## config.mk

```make
export PLATFORM = sky130hd
export DESIGN_NAME = mem_port_arbiter
export DESIGN_NICKNAME = d
export VERILOG_FILES = /design/src/rtl/mem_port_arbiter.sv
export SDC_FILE = /design/constraint.sdc
export NUM_CORES = 1
export LEC_CHECK = 0
export ABC_AREA = 1
export CORE_MARGIN = 2
export CORE_UTILIZATION = 35
export DETAILED_ROUTE_END_ITERATION = 16
export PLACE_DENSITY = 0.78
export SETUP_SLACK_MARGIN = 0.15
export SLEW_MARGIN = 20
export SYNTH_ARGS = -nofsm -noshare
export SYNTH_HDL_FRONTEND = slang
export SYNTH_SLANG_ARGS = --single-unit
```

## constraint.sdc

```tcl
create_clock -name clk -period 2.56 [get_ports clk]
set_clock_uncertainty 0.05 [all_clocks]
set_input_delay 0.256 -clock clk [delete_from_list [all_inputs] [get_ports clk]]
set_output_delay 0.256 -clock clk [all_outputs]
set_load 0.1 [all_outputs]
```

## src/rtl/mem_port_arbiter.sv

```systemverilog
// mem_port_arbiter: shares a single-port synchronous-read RAM between fetch and load/store,
// turning partial stores into a read-modify-write.
module mem_port_arbiter #(
    parameter bit FAIR = 1'b1
) (
    input  logic        clk,
    input  logic        rst,
    input  logic        i_req,
    input  logic [31:0] i_addr,
    output logic        i_gnt,
    output logic        i_ack,
    output logic [31:0] i_rdata,
    input  logic        d_req,
    input  logic        d_we,
    input  logic [31:0] d_addr,
    input  logic [31:0] d_wdata,
    input  logic [3:0]  d_wstrb,
    output logic        d_gnt,
    output logic        d_ack,
    output logic [31:0] d_rdata,
    output logic        mem_we,
    output logic [31:0] mem_addr,
    output logic [31:0] mem_din,
    input  logic [31:0] mem_dout
);
    typedef enum logic [2:0] {IDLE, RD_WAIT, WR_ACK, RMW_MERGE, RMW_ACK} state_t;
    state_t state, state_nx;
    logic last_d;
    logic [29:0] c_addr;
    logic [31:0] c_wdata, merged;
    logic [3:0] c_wstrb;
    logic pick_d, pick_i, full, zero;
    logic unused_lsb;
    assign unused_lsb = ^{i_addr[1:0], d_addr[1:0]};
    always_comb begin
        pick_d = state == IDLE && !rst && d_req && (!i_req || !FAIR || !last_d);
        pick_i = state == IDLE && !rst && i_req && !pick_d;
        full = d_we && d_wstrb == 4'hf;
        zero = d_we && d_wstrb == 4'h0;
        for (int k = 0; k < 4; k++)
            merged[8*k +: 8] = c_wstrb[k] ? c_wdata[8*k +: 8] : mem_dout[8*k +: 8];
        state_nx = IDLE;
        case (state)
            IDLE:      state_nx = pick_i || (pick_d && !d_we) ? RD_WAIT :
                                  pick_d ? (full || zero ? WR_ACK : RMW_MERGE) : IDLE;
            RMW_MERGE: state_nx = RMW_ACK;
            default:   state_nx = IDLE;
        endcase
    end
    // last_d doubles as the owner of the access in flight: it always names the last grant.
    always_comb begin
        i_gnt = pick_i;
        d_gnt = pick_d;
        i_ack = !rst && state == RD_WAIT && !last_d;
        d_ack = !rst && ((state == RD_WAIT && last_d) || state == WR_ACK || state == RMW_ACK);
        i_rdata = mem_dout;
        d_rdata = mem_dout;
        mem_we = (pick_d && full) || (!rst && state == RMW_MERGE);
        mem_addr = rst ? 32'h0 :
                   state != IDLE ? {c_addr, 2'b00} :
                   pick_d ? {d_addr[31:2], 2'b00} :
                   pick_i ? {i_addr[31:2], 2'b00} : 32'h0;
        mem_din = rst ? 32'h0 :
                  state == RMW_MERGE ? merged :
                  pick_d && full ? d_wdata : 32'h0;
    end
    always_ff @(posedge clk) begin
        if (rst) begin
            state <= IDLE;
            last_d <= 1'b0;
        end else begin
            state <= state_nx;
            if (pick_d || pick_i) last_d <= pick_d;
        end
    end
    always_ff @(posedge clk) begin
        if (pick_d || pick_i) begin
            c_addr <= pick_d ? d_addr[31:2] : i_addr[31:2];
            c_wdata <= d_wdata;
            c_wstrb <= d_wstrb;
        end
    end
endmodule

```

==> metrics <==
Routed WL=16.6 mm; Layout Utilization=0.608; drt first pass iters=5; clock buffer depth=2; CP Launch Type=register; share of post-route cells with drive strength above 1=0.320; via/cell ratio=5.25; Cells after Synth=578; clk root buf=clkbuf_16; number of filler cells placed in the layout=1113; r2r endpoint=c_addr[14]$_DFFE_PP_; CTS buffer count=9; antenna viol nets, final=0; io pins=270; post-route design area=a little over 0.008 sq mm; TritonCTS Sinks=70; Placer Congestion=0.823; crit path kind=reg2out; cell family with most CP delay=simple AND/OR/NAND/NOR gates; Register-to-Register Setup Slack=0.48 ns; clock slew seen by the registers of the worst setup and hold paths=0.06 ns; Iteration-0 DRC Markers=315; beginning of the worst hold path=d_wdata[7]; Remaining Overflow, GRT=0; Hold Path Stages=1; adder-cell share of the synthesized area=0; sequential-to-total area share from yosys stat=0.435; nets@finish=900; largest net degree at the start of global routing=68; run status=complete, no violations; CTS tree=done; worst hold path class=in2reg; Slew HR=0.564; post-synthesis mux area share=0.00845; static leakage=0.00313 uW; Area after DPL=0.00775 sq mm; final hold violations=0; fin crit period=2.30 ns; crit path DAT=a little under 2 ns; main combinational cell family by area after synthesis=simple AND/OR/NAND/NOR gates; vias=~5000; final-report setup violation count=0; Tot GR Track Use=0.225; Fmax=435 MHz; dominant cell type by area after synthesis=edfxtp_1; Area contributors post-synth=edfxtp_1 (42%), buf_4 (11%), nand2_1 (10%), nand3_1 (6.8%), o21ai_0 (5.7%); post-synth top area share=0.418; total power=5140 uW; Worst path max stage delay=between 0.3 and 0.4 ns; Logic pwr share=0.489; final period utilization=0.899; Hold Path End=c_wdata[7]$_DFFE_PP_; most frequent cells in the layout=nand2_1 (132), clkdlybuf4s50_1 (132), buf_4 (77); Die Footprint=0.0145 sq mm; reg-to-reg startpoint=state[2]$_SDFF_PP0_; first-pass GRT wire length=25.7 mm; cells on worst reg2reg path=7; H-tree depth=3; internal power component=2910 uW; post-DR wirelength/cell=~18 um; RSZ-0062 raised after global routing=false; maxcap violations=0; Reg power frac=0.286; crit path max fanout=33; Area Growth Syn to Fin=70.0%; Post-Synth XOR/XNOR Area=0; Die Ht=120 um; Core ar.=0.0132 sq mm; net switching power=about 2200 uW; synthesized flop and latch total=70; antenna fix cells=0; Buf+Inv Stages, Crit Path=2; Final Slew Violations=0; CP Cell Sequence=nor2_4, nand3_4, nor2_8, buf_4, nand3_1, o21ai_2, buf_12; CP max-delay cell=buf_4; clock power share=0.225; Core Rows=42; Post-Synth Simple-Gate Area=0.215; Worst-Skew Late Latency=0.32 ns; sw frac=0.434; synth unique cells=28; Syn. warnings=0; Avg Cell Area, Syn=8.19 sq um; Crit. End Element=output port; Critical Path RT=2.25 ns; VDD IR max=around 0.00041 V; Initial Util=0.358; vias in the first global route=about 5000; Post-DP HPWL=12.4 mm; post-synthesis compound-gate area fraction=0.168; die width=~120 um; post-synthesis cell area=0.00474 sq mm; DRC=0; hold buffer count at CTS=0; port bufs=263; initial antenna violation count=0; Worst Setup SP=state[2]$_SDFF_PP0_; PwrDens=638 mW/mm^2; Worst Max-Slew Pin Slew=approximately 0.65 ns
[per-layer routing]
layer / track usage / share of wire / vias to the layer above
li1: - / - / 2319
met3: 0.0656 / 0.096 / 22
met5: 0 / 0 / -
met4: 0.0581 / 0.013 / 0
met2: 0.412 / 0.53 / 267
met1: 0.255 / 0.36 / 2349
[through the flow]
step	worst slack (ns)	hold WS, ns	std cells	setup TNS [ns]
floorplan	-0.210	0.305	579	-1.05
global placement	0.271	0.461	928	0
detailed placement	0.240	0.469	928	0
CTS	0.174	0.451	944	0
global route	0.143	0.456	944	0
finish	0.259	0.464	944	0
[layout make-up]
type                    count  area, sq um  area share
clock buffers              14          264      0.0328
well taps                 176          220      0.0274
inverters                  23         92.6      0.0115
repair buffers            280         3300       0.410
clock inverters             2         8.76     0.00109
multi-input cells         379         2100       0.261
flip-flops and latches     70         2060       0.256
[repair_timing]
| item | CTS | global route |
|---|---|---|
| setup buffers | 0 | 0 |
| endpoints found under the hold margin | 0 | 0 |
| gates resized for setup | 0 | 7 |
| setup endpoints to repair | 0 | 22 |
[how the worst max path moves through the flow]
stage	end	slack [ns]	cells after the start
global route	mem_din[30]	0.14	7
detailed placement	mem_addr[26]	0.24	6
global placement	mem_addr[19]	0.27	6
CTS	mem_din[18]	0.17	7
floorplan	mem_din[0]	-0.21	6
finish	mem_din[29]	0.26	7
[power by group through the flow]
stage	registers [uW]	clock network, uW	logic, uW
5_1_grt	1480	1230	2620
3_5_place_dp	1490	0	2510
6_report	1470	1160	2510
2_1_floorplan	1470	0	1710
3_3_place_gp	1490	0	2480
4_1_cts	1470	1170	2510
[cells in the mapped netlist]
| master | number |
|---|---|
| nand2_1 | 132 |
| buf_4 | 68 |
| edfxtp_1 | 66 |
| nand3_1 | 64 |
| o21ai_0 | 54 |
| a21oi_1 | 37 |
| a31oi_1 | 30 |
| inv_1 | 18 |
| o21ai_1 | 17 |
| buf_2 | 16 |
| clkbuf_1 | 15 |
| or2_2 | 9 |
| buf_6 | 7 |
| nor2_1 | 7 |
| a21boi_0 | 5 |
| inv_2 | 5 |
| o22ai_1 | 5 |
| dfxtp_1 | 4 |
| mux2i_1 | 4 |
| nand2_2 | 4 |
| nor2_4 | 3 |
| nor3_1 | 2 |
| buf_1 | 1 |
| conb_1 | 1 |
| nand3_4 | 1 |
| nand4_1 | 1 |
| nor2_2 | 1 |
| nor2_8 | 1 |
[registers in the layout, indices dropped and copies added (netlist names)]
name / count
last_d: 1
state: 3
c_wdata: 32
c_addr: 30
c_wstrb: 4
[logic make-up (layout without fill, tap and decap cells)]
logic type	count (synthesis)	count (layout)
buf+inv	130	319
simple gates	225	225
mux	4	4
compound gates	148	148
other cells	1	2
flops	70	70
Note: power is estimated with default switching activity, not from simulation.
